`config.mk`:
```
export PLATFORM = sky130hd
export DESIGN_NAME = seg7_capture
export DESIGN_NICKNAME = d
export VERILOG_FILES = /design/src/rtl/seg7_capture_pkg.sv /design/src/rtl/seg7_capture_pattern_decode.sv /design/src/rtl/seg7_capture.sv
export SDC_FILE = /design/constraint.sdc
export NUM_CORES = 1
export LEC_CHECK = 0
export ABC_CLOCK_PERIOD_IN_PS = 5100
export CORE_ASPECT_RATIO = 0.9
export CORE_MARGIN = 8
export CORE_UTILIZATION = 38
export CTS_CLUSTER_SIZE = 14
export DETAILED_ROUTE_END_ITERATION = 12
export GPL_ROUTABILITY_DRIVEN = 0
export PLACE_DENSITY_LB_ADDON = 0.12
export SYNTH_ARGS = -nofsm -noshare
export SYNTH_HDL_FRONTEND = slang
export SYNTH_SLANG_ARGS = --single-unit
```
`constraint.sdc`:
```
create_clock -name clk -period 5.1 [get_ports clk]
set_input_delay 1.53 -clock clk [delete_from_list [all_inputs] [get_ports clk]]
set_output_delay 1.53 -clock clk [all_outputs]
set_load 0.02 [all_outputs]
```
`src/rtl/seg7_capture_pkg.sv`:
```
// Shared constants for seg7_capture: active-low segment patterns (bit6=g .. bit0=a),
// the error nibble and the digit tracker state encoding.
package seg7_capture_pkg;

  localparam logic [6:0] SEG_0     = 7'b1000000;
  localparam logic [6:0] SEG_1     = 7'b1111001;
  localparam logic [6:0] SEG_2     = 7'b0100100;
  localparam logic [6:0] SEG_3     = 7'b0110000;
  localparam logic [6:0] SEG_4     = 7'b0011001;
  localparam logic [6:0] SEG_5     = 7'b0010010;
  localparam logic [6:0] SEG_6     = 7'b0000010;
  localparam logic [6:0] SEG_7     = 7'b1111000;
  localparam logic [6:0] SEG_8     = 7'b0000000;
  localparam logic [6:0] SEG_9     = 7'b0010000;
  localparam logic [6:0] SEG_BLANK = 7'b1111111;

  localparam logic [6:0] SEG_HEX_A = 7'b0001000;
  localparam logic [6:0] SEG_HEX_B = 7'b0000011;
  localparam logic [6:0] SEG_HEX_C = 7'b1000110;
  localparam logic [6:0] SEG_HEX_D = 7'b0100001;
  localparam logic [6:0] SEG_HEX_E = 7'b0000110;
  localparam logic [6:0] SEG_HEX_F = 7'b0001110;

  localparam logic [3:0] ERR_CODE = 4'hE;

  typedef enum logic [1:0] {
    IDLE   = 2'd0,
    SETTLE = 2'd1,
    LOCKED = 2'd2
  } state_e;

endpackage

```
`src/rtl/seg7_capture_pattern_decode.sv`:
```
// Combinational active-low seven-segment pattern to BCD decoder.
// Hex letters A-F are recognised only when SEG7_CAPTURE_HEX_EN is defined.
module seg7_pattern_decode
  import seg7_capture_pkg::*;
(
  input  logic [6:0] seg_i,
  output logic [3:0] bcd_o,
  output logic       err_o,
  output logic       blank_o
);

  // pattern lookup; anything unlisted is flagged as an error
  always_comb begin
    bcd_o   = 4'h0;
    err_o   = 1'b0;
    blank_o = 1'b0;
    case (seg_i)
      SEG_0:     bcd_o = 4'h0;
      SEG_1:     bcd_o = 4'h1;
      SEG_2:     bcd_o = 4'h2;
      SEG_3:     bcd_o = 4'h3;
      SEG_4:     bcd_o = 4'h4;
      SEG_5:     bcd_o = 4'h5;
      SEG_6:     bcd_o = 4'h6;
      SEG_7:     bcd_o = 4'h7;
      SEG_8:     bcd_o = 4'h8;
      SEG_9:     bcd_o = 4'h9;
      SEG_BLANK: blank_o = 1'b1;
`ifdef SEG7_CAPTURE_HEX_EN
      SEG_HEX_A: bcd_o = 4'hA;
      SEG_HEX_B: bcd_o = 4'hB;
      SEG_HEX_C: bcd_o = 4'hC;
      SEG_HEX_D: bcd_o = 4'hD;
      SEG_HEX_E: bcd_o = 4'hE;
      SEG_HEX_F: bcd_o = 4'hF;
`endif
      default: begin
        bcd_o = ERR_CODE;
        err_o = 1'b1;
      end
    endcase
  end

endmodule

```
`src/rtl/seg7_capture.sv`:
```
// Multiplexed seven-segment bus capture: debounces each digit, assembles a frame and
// offers it over valid/ready. Hex decoding is enabled by SEG7_CAPTURE_HEX_EN.
module seg7_capture
  import seg7_capture_pkg::*;
#(
  parameter int NUM_DIGITS = 4,
  parameter int STABLE_CNT = 4,
  parameter int CNT_W      = 8
) (
  input  logic                    clk,
  input  logic                    rst,
  input  logic [NUM_DIGITS-1:0]   an,
  input  logic [6:0]              seg,
  output logic [4*NUM_DIGITS-1:0] bcd_out,
  output logic [NUM_DIGITS-1:0]   digit_err,
  output logic [NUM_DIGITS-1:0]   digit_blank,
  output logic                    frame_valid,
  input  logic                    frame_ready,
  output logic                    overrun
);

  localparam logic [CNT_W-1:0]      STABLE_C = CNT_W'(STABLE_CNT);
  localparam logic [CNT_W-1:0]      CNT_ZERO = {CNT_W{1'b0}};
  localparam logic [CNT_W-1:0]      CNT_ONE  = {{(CNT_W-1){1'b0}}, 1'b1};
  localparam logic [NUM_DIGITS-1:0] DIG_ZERO = {NUM_DIGITS{1'b0}};
  localparam logic [NUM_DIGITS-1:0] DIG_ONE  = {{(NUM_DIGITS-1){1'b0}}, 1'b1};

  state_e                  state_q;
  logic [NUM_DIGITS-1:0]   an_q;
  logic [6:0]              seg_q;
  logic [CNT_W-1:0]        cnt_q;

  logic [NUM_DIGITS-1:0]   an_low_s;
  logic                    an_ok_s;
  logic                    changed_s;
  logic [CNT_W-1:0]        cnt_inc_s;
  logic                    start_s;
  logic                    settle_done_s;
  logic                    accept_s;

  logic [3:0]              dec_bcd_s;
  logic                    dec_err_s;
  logic                    dec_blank_s;

  logic                    frame_full_s;
  logic [NUM_DIGITS-1:0]   mask_q, mask_d;
  logic [4*NUM_DIGITS-1:0] work_bcd_q, work_bcd_d;
  logic [NUM_DIGITS-1:0]   work_err_q, work_err_d;
  logic [NUM_DIGITS-1:0]   work_blank_q, work_blank_d;
  logic [4*NUM_DIGITS-1:0] bcd_out_q, bcd_out_d;
  logic [NUM_DIGITS-1:0]   digit_err_q, digit_err_d;
  logic [NUM_DIGITS-1:0]   digit_blank_q, digit_blank_d;
  logic                    frame_valid_q, frame_valid_d;
  logic                    overrun_q, overrun_d;

  seg7_pattern_decode u_decode (
    .seg_i   (seg),
    .bcd_o   (dec_bcd_s),
    .err_o   (dec_err_s),
    .blank_o (dec_blank_s)
  );

  // tracker decisions: start a new settle window, or finish the current one
  always_comb begin
    an_low_s      = ~an;
    an_ok_s       = (an_low_s != DIG_ZERO) && ((an_low_s & (an_low_s - DIG_ONE)) == DIG_ZERO);
    changed_s     = (an != an_q) || (seg != seg_q);
    cnt_inc_s     = cnt_q + CNT_ONE;
    start_s       = 1'b0;
    settle_done_s = 1'b0;
    case (state_q)
      IDLE:   start_s = an_ok_s;
      SETTLE: begin
        if (changed_s) begin
          start_s = an_ok_s;
        end else begin
          settle_done_s = (cnt_inc_s == STABLE_C);
        end
      end
      LOCKED: start_s = changed_s && an_ok_s;
      default: start_s = 1'b0;
    endcase
    // a one-cycle window accepts on the very cycle the digit first appears
    accept_s = settle_done_s || (start_s && (STABLE_C == CNT_ONE));
  end

  // digit tracker FSM shared by all digit positions
  always_ff @(posedge clk) begin
    if (rst) begin
      state_q <= IDLE;
      an_q    <= {NUM_DIGITS{1'b1}};
      seg_q   <= SEG_BLANK;
      cnt_q   <= CNT_ZERO;
    end else begin
      case (state_q)
        IDLE, LOCKED: begin
          if (start_s) begin
            an_q    <= an;
            seg_q   <= seg;
            cnt_q   <= CNT_ONE;
            state_q <= accept_s ? LOCKED : SETTLE;
          end else if (state_q == IDLE || changed_s) begin
            cnt_q   <= CNT_ZERO;
            state_q <= IDLE;
          end
        end
        SETTLE: begin
          if (start_s) begin
            an_q    <= an;
            seg_q   <= seg;
            cnt_q   <= CNT_ONE;
            state_q <= accept_s ? LOCKED : SETTLE;
          end else if (changed_s) begin
            cnt_q   <= CNT_ZERO;
            state_q <= IDLE;
          end else begin
            cnt_q   <= cnt_inc_s;
            state_q <= accept_s ? LOCKED : SETTLE;
          end
        end
        default: begin
          cnt_q   <= CNT_ZERO;
          state_q <= IDLE;
        end
      endcase
    end
  end

  // frame assembly and output handshake
  always_comb begin
    frame_full_s = &mask_q;
    mask_d = (frame_full_s ? DIG_ZERO : mask_q) | (accept_s ? an_low_s : DIG_ZERO);
    for (int i = 0; i < NUM_DIGITS; i++) begin
      work_bcd_d[4*i +: 4] = (accept_s && an_low_s[i]) ? dec_bcd_s   : work_bcd_q[4*i +: 4];
      work_err_d[i]        = (accept_s && an_low_s[i]) ? dec_err_s   : work_err_q[i];
      work_blank_d[i]      = (accept_s && an_low_s[i]) ? dec_blank_s : work_blank_q[i];
    end

    bcd_out_d     = bcd_out_q;
    digit_err_d   = digit_err_q;
    digit_blank_d = digit_blank_q;
    frame_valid_d = frame_valid_q;
    overrun_d     = overrun_q;
    if (frame_full_s && (!frame_valid_q || frame_ready)) begin
      bcd_out_d     = work_bcd_q;
      digit_err_d   = work_err_q;
      digit_blank_d = work_blank_q;
      frame_valid_d = 1'b1;
    end else if (frame_full_s) begin
      overrun_d     = 1'b1;
    end else if (frame_valid_q && frame_ready) begin
      frame_valid_d = 1'b0;
    end else begin
      frame_valid_d = frame_valid_q;
    end
  end

  // frame and output registers
  always_ff @(posedge clk) begin
    if (rst) begin
      mask_q        <= DIG_ZERO;
      work_bcd_q    <= {(4*NUM_DIGITS){1'b0}};
      work_err_q    <= DIG_ZERO;
      work_blank_q  <= DIG_ZERO;
      bcd_out_q     <= {(4*NUM_DIGITS){1'b0}};
      digit_err_q   <= DIG_ZERO;
      digit_blank_q <= DIG_ZERO;
      frame_valid_q <= 1'b0;
      overrun_q     <= 1'b0;
    end else begin
      mask_q        <= mask_d;
      work_bcd_q    <= work_bcd_d;
      work_err_q    <= work_err_d;
      work_blank_q  <= work_blank_d;
      bcd_out_q     <= bcd_out_d;
      digit_err_q   <= digit_err_d;
      digit_blank_q <= digit_blank_d;
      frame_valid_q <= frame_valid_d;
      overrun_q     <= overrun_d;
    end
  end

  assign bcd_out     = bcd_out_q;
  assign digit_err   = digit_err_q;
  assign digit_blank = digit_blank_q;
  assign frame_valid = frame_valid_q;
  assign overrun     = overrun_q;

endmodule

```
Word-level counts from Yosys, hierarchy flattened
Cells that the tools add are included.
{"block": "word_totals", "ff_bits": 75, "latch_bits": 0, "mem_bits_rw": 0, "rom_bits": 0, "input_bits": 14, "output_inout_bits": 26, "memories": 0}
{"block": "op_classes", "addsub": 2, "multipliers": 0, "n_div": 0, "n_lt_le_gt_ge": 0, "eq_ne": 17, "shifts": 0, "muxes": 23, "n_bitwise": 4, "n_reduce_logical": 25}
{"cell": "$pmux W4 S10", "n": 1}
{"cell": "$mux W8", "n": 4}
{"cell": "$eq A7 B7 Y1 const B", "n": 4}
{"cell": "$eq A7 B5 Y1 const B", "n": 3}
{"cell": "$pmux W8 S2", "n": 1}
{"cell": "$eq A7 B6 Y1 const B", "n": 2}
{"cell": "$reduce_or A11 Y1", "n": 1}
{"cell": "$mux W2", "n": 5}
{"cell": "$add A8 B1 Y8 const B", "n": 1}
{"cell": "$eq A8 B3 Y1 const B", "n": 1}
{"cell": "$logic_and A1 B1 Y1", "n": 8}
{"cell": "$mux W1", "n": 8}
{"cell": "$mux W4", "n": 2}
{"cell": "$eq A7 B2 Y1 const B", "n": 1}
{"cell": "$logic_not A7 Y1", "n": 1}
{"cell": "$ne A7 B7 Y1", "n": 1}
{"cell": "$reduce_and A5 Y1", "n": 1}
{"cell": "$and A4 B4 Y4", "n": 1}
{"cell": "$logic_not A4 Y1", "n": 1}
{"cell": "$ne A4 B4 Y1", "n": 1}
{"cell": "$not A4 Y4", "n": 1}
{"cell": "$or A4 B4 Y4", "n": 1}
{"cell": "$pmux W2 S2", "n": 1}
{"cell": "$reduce_and A2 Y1", "n": 2}
{"cell": "15 further kinds", "n": 18}

Depth between registers and ports, before layout
{"block": "logic_depth", "ltp_word": 9, "ltp_mapped": 8}

Cells and area by module
Synthesis repeated with hierarchy kept, for this count alone.
{"block": "hier_totals", "hier_cells": 402, "area_unflattened_um2": 3573.4}
{"mod": "seg7_capture", "n_inst": 1, "cells_each": 360, "area_per_inst_um2": 3311.9, "seq_area_each_um2": 1501.4}
{"mod": "seg7_pattern_decode", "n_inst": 1, "cells_each": 42, "area_per_inst_um2": 261.5, "seq_area_each_um2": 0.0}

Least setup slack after synthesis
No wires, ideal clock.
{"block": "synth_path", "path_kind": "input -> register", "startpoint": "input an[2]", "endpoint": "register seg_q[2]", "setup_time_ns": 0.148, "t_arrival_ns": 3.045, "path_slack_ns": 1.907, "stages": 8, "path_buffers": 2, "cell_sequence": "buf_2 > xor2_1 > nor3_1 > nand3_4 > maj3_2 > buf_2 > nand3_1 > o211ai_2"}
{"block": "synth_via", "elab_chain_len": 8}
{"item": "from (decl)", "line": "seg7_capture.sv:12", "rtl": "input logic [NUM_DIGITS-1:0] an,"}
{"item": "$not A4 Y4", "line": "seg7_capture.sv:65", "rtl": "an_low_s = ~an;"}
{"item": "$sub A4 B1 Y4", "line": "seg7_capture.sv:66", "rtl": "an_ok_s = (an_low_s != DIG_ZERO) && ((an_low_s & (an_low_s - DIG_ONE)) == DIG_ZERO);"}
{"item": "$and A4 B4 Y4", "line": "seg7_capture.sv:66"}
{"item": "$logic_not A4 Y1", "line": "seg7_capture.sv:66"}
{"item": "$logic_and A1 B1 Y1", "line": "seg7_capture.sv:66"}
{"item": "$mux W1 or $logic_and A1 B1 Y1 (tied branches)", "line": "seg7_capture.sv:74, seg7_capture.sv:80"}
{"item": "$pmux W1 S3 *", "line": "seg7_capture.sv:71", "rtl": "case (state_q)"}
{"item": "$reduce_and A2 Y1 (no source line) *"}
{"item": "to (signal assigned)", "line": "seg7_capture.sv:99", "rtl": "seg_q <= seg;"}
{"item": "to (signal assigned)", "line": "seg7_capture.sv:110", "rtl": "seg_q <= seg;"}
{"item": "to (decl)", "line": "seg7_capture.sv:30", "rtl": "logic [6:0] seg_q;"}
Mark *: on every way between the ends. The rest lies on a longest branch, timed or not.
A chain may end at the register's enable or synchronous reset.

Final worst setup path
{"block": "layout_path", "startpoint": "input seg[3]", "endpoint": "register an_q[0]"}
{"block": "layout_via", "elab_chain_len": 5}
{"item": "from (decl)", "line": "seg7_capture.sv:13", "rtl": "input logic [6:0] seg,"}
{"item": "$ne A7 B7 Y1 *", "line": "seg7_capture.sv:67", "rtl": "changed_s = (an != an_q) || (seg != seg_q);"}
{"item": "$logic_or A1 B1 Y1 *", "line": "seg7_capture.sv:67"}
{"item": "$mux W1 or $logic_and A1 B1 Y1 (tied branches)", "line": "seg7_capture.sv:74, seg7_capture.sv:80"}
{"item": "$pmux W1 S3 *", "line": "seg7_capture.sv:71"}
{"item": "$reduce_and A2 Y1 (no source line) *"}
{"item": "to (signal assigned)", "line": "seg7_capture.sv:91", "rtl": "an_q <= {NUM_DIGITS{1'b1}};"}
{"item": "to (signal assigned)", "line": "seg7_capture.sv:98", "rtl": "an_q <= an;"}
{"item": "to (signal assigned)", "line": "seg7_capture.sv:109", "rtl": "an_q <= an;"}
{"item": "to (decl)", "line": "seg7_capture.sv:29", "rtl": "logic [NUM_DIGITS-1:0] an_q;"}
Marks and branches as above.

==> impl_metrics.yaml <==
global_routing:
  grt_usage_pct: 12.9
  grt-ovfl-total: 0
  first_global_vias: 2730
  grt_start_max_net_pins: 57
  antenna_found_initial: 0
  grt_pass1_wl_mm: 12.8
detailed_routing:
  drc: 0
  drtAntennaViolNets: 0
  drtIter0Drc: 78
  drt-pass1-iter-count: 4
  wl_mm: 7.46
  wl_per_cell_um: 13.3
  routed_via_density: 4.98
  vias: 2800
synthesis:
  synth_xor_xnor_area_share_pct: 5.06
  netlist_instances: 405
  ys_ff_latch: 75
  seq_area_frac_synth_pct: 43.7
  syn-num-nets: 420
  synth_top_family_by_area: "simple AND/OR/NAND/NOR gates"
  post_synth.cell_area_avg_um2: 8.48
  synthMuxAreaShare_pct: 3.50
  synth_compound_area_share_pct: 17.6
  yosys.area_share.simple_pct: 24.3
  yosys_warnings: 0
  async_flop_share_pct: 0
  syn_area_um2: 3430
  synth_adder_area_share_pct: 0.692
  synth_cell_types: 49
  synthFlopType: "dfxtp_1"
  synth_edf_count: 0
worst_setup_path:
  cp-end-kind: "register"
  crit_path_max_incr_delay_ns: 0.65
  startpoint_type: "primary input"
  critPathKind: "primary input to register"
  critPathMaxFanout: 12
  arrival_ns: 3.97
  path_cells: "clkdlybuf4s50_1, xor2_1, nor3_1, nand3_4, maj3_2, and2_4, o21ai_0"
  crit_required_ns: 5.38
  critPathSlowestCell: "clkdlybuf4s50_1"
sta:
  max_slew_margin_pct: 39.8
  period_share_pct: 72.4
  worstMarginPinSlew_ns: 0.903
  drv_slew: 0
  finClkSkew_ns: 0.00954
  final.min_clock_period_ns: 3.69
  setup_viol: 0
  rsz0062_at_grt: "no"
  tns_ns: 0
  setup_ws_ns: 1.41
  final_hold_viol_count: 0
  fmax_mhz: 271
clock_tree:
  post-cts-setup-buffer-count: 0
  clock_latency_ns: 0.35
  cts_resized: 0
  cts_buffers: 9
  cts.htree.levels: 3
  root_buffer: "clkbuf_8"
  numClockSinks: 75
  ctsHoldBuffers: 0
  cts_tree: "yes"
  clkTransAtPathRegs_ns: 0.09
  cts.path.max_buffers: 2
finish:
  final_area_um2: 4100
  nNetsFinal: 450
  layout-drive-gt1-share_pct: 10.2
  area_growth_pct: 19.3
  antennaDiodeCount: 0
  fin_cells: 562
floorplan:
  die_h_um: 106
  io_pins: 40
  dieArea_um2: 12300
  die_w_um: 116
  core_area_um2: 8960
  start_util_pct: 38.3
  std_cell_rows: 33
hold_path:
  hold_path_class: "register to register"
placed_design:
  dpl_cell_area_um2: 3900
  dpl_worst_slack_ns: 1.04
  place_hpwl_mm: 5.21
  portBuffers: 39
  dp.cells: 546
job:
  max_cap_violations: 0
power:
  ir_drop_uv: 134
  powerDensity_nw_per_um2: 284
  p_leak_nw: 1.42
  report.power.total_w: 0.00117
outcome:
  status: "finished, final reports clean"
[routing by layer]
metal  track usage, %  vias up  wire, µm
met4             5.74        0       156
li1                 -     1456         -
met1             16.0     1291      3700
met2             20.4       41      3300
met5                0        -         0
met3             3.51       12       301
[layout by cell type (no fill, tap or decap), drive strengths merged, types with 9 or more instances in the layout]
cell type	instances
dfxtp	75
nand2	62
nor2	46
a21oi	41
clkdlybuf4s50	38
nand3	22
inv	17
xor2	13
mux2i	12
o211ai	11
nor3	10
a211oi	9
clkbuf	9
[report_power, final]
part,switching [W],internal (W)
clock,0.000236,0.000229
combinational,0.0000608,0.0000384
sequential,0.00000694,0.000594
total,0.000303,0.000862
[sequential cells by signal, summed over array words and instances (netlist names)]
signal and count:
cnt_q 8, digit_blank 4, seg_q 7, mask_q 4, work_err_q 4, overrun 1, frame_valid 1, work_blank_q 4
an_q 4, bcd_out 16, digit_err 4, state_q 2, work_bcd_q 16
[path summary, 6_finish.rpt]
kind	startpoint	to	slack [ns]	depth (start not counted)
max	seg[3]	an_q[0]	1.41	7
min	bcd_out[11]	bcd_out[11]	0.45	2
min reg2reg	bcd_out[11]	bcd_out[11]	0.45	2
max reg2reg	cnt_q[0]	work_bcd_q[12]	2.83	7
[critical path, delay by kind of cell]
| kind | cells | cell delay (ns) |
|---|---|---|
| buffers and inverters | 1 | 0.65 |
| xor gates and xnor gates | 1 | 0.24 |
| and+or+nand+nor | 3 | 0.93 |
| AOI/OAI and AO/OA | 1 | 0.14 |
| adders and majority gates | 1 | 0.47 |
[synthesized netlist by cell type, types with 2 or more instances]
master	instances	area share, %
dfxtp_1	75	44
nand2_1	62	6.8
nor2_1	46	5.0
a21oi_1	41	6.0
nand3_1	21	3.1
clkbuf_1	17	1.9
inv_1	15	1.6
mux2i_1	12	3.5
xor2_1	12	3.1
o211ai_2	10	3.6
a211oi_1	9	2.0
nand2b_1	7	1.3
nor3_1	6	0.87
o21ai_0	6	0.87
xnor2_1	6	1.5
a22oi_1	5	1.1
buf_2	5	0.73
nor4_1	5	0.91
and3_1	4	0.73
nand4_1	4	0.73
nor3_4	4	1.9
a311oi_1	2	0.51
a31oi_1	2	0.36
buf_6	2	0.66
nor2b_1	2	0.36
o2111ai_1	2	0.51
[cells by family (layout without fill, tap and decap cells)]
kind of cell | count (synthesis) | count (layout)
AOI/OAI and AO/OA | 87 | 87
muxes | 12 | 12
DFF | 75 | 75
and+or+nand+nor | 169 | 169
xor gates and xnor gates | 19 | 19
adders and majority gates | 2 | 2
buffers and inverters | 41 | 76
[final cells by class]
| class | count | area, µm² |
|---|---|---|
| Fill cell | 914 | 4860 |
| Multi-Input combinational cell | 289 | 1760 |
| Sequential cell | 75 | 1500 |
| Timing Repair Buffer | 45 | 430 |
| Tap cell | 122 | 153 |
| Clock buffer | 9 | 124 |
| Clock inverter | 7 | 75.1 |
| Inverter | 15 | 56.3 |
[per-stage QoR]
step | util, % | hold slack (ns)
finish | 45.7 | 0.454
global route | 45.7 | 0.477
CTS | 45.7 | 0.459
detailed placement | 43.5 | 0.447
global placement | 43.5 | 0.446
floorplan | - | 0.431
No activity file was read; power rests on OpenSTA's default activity.
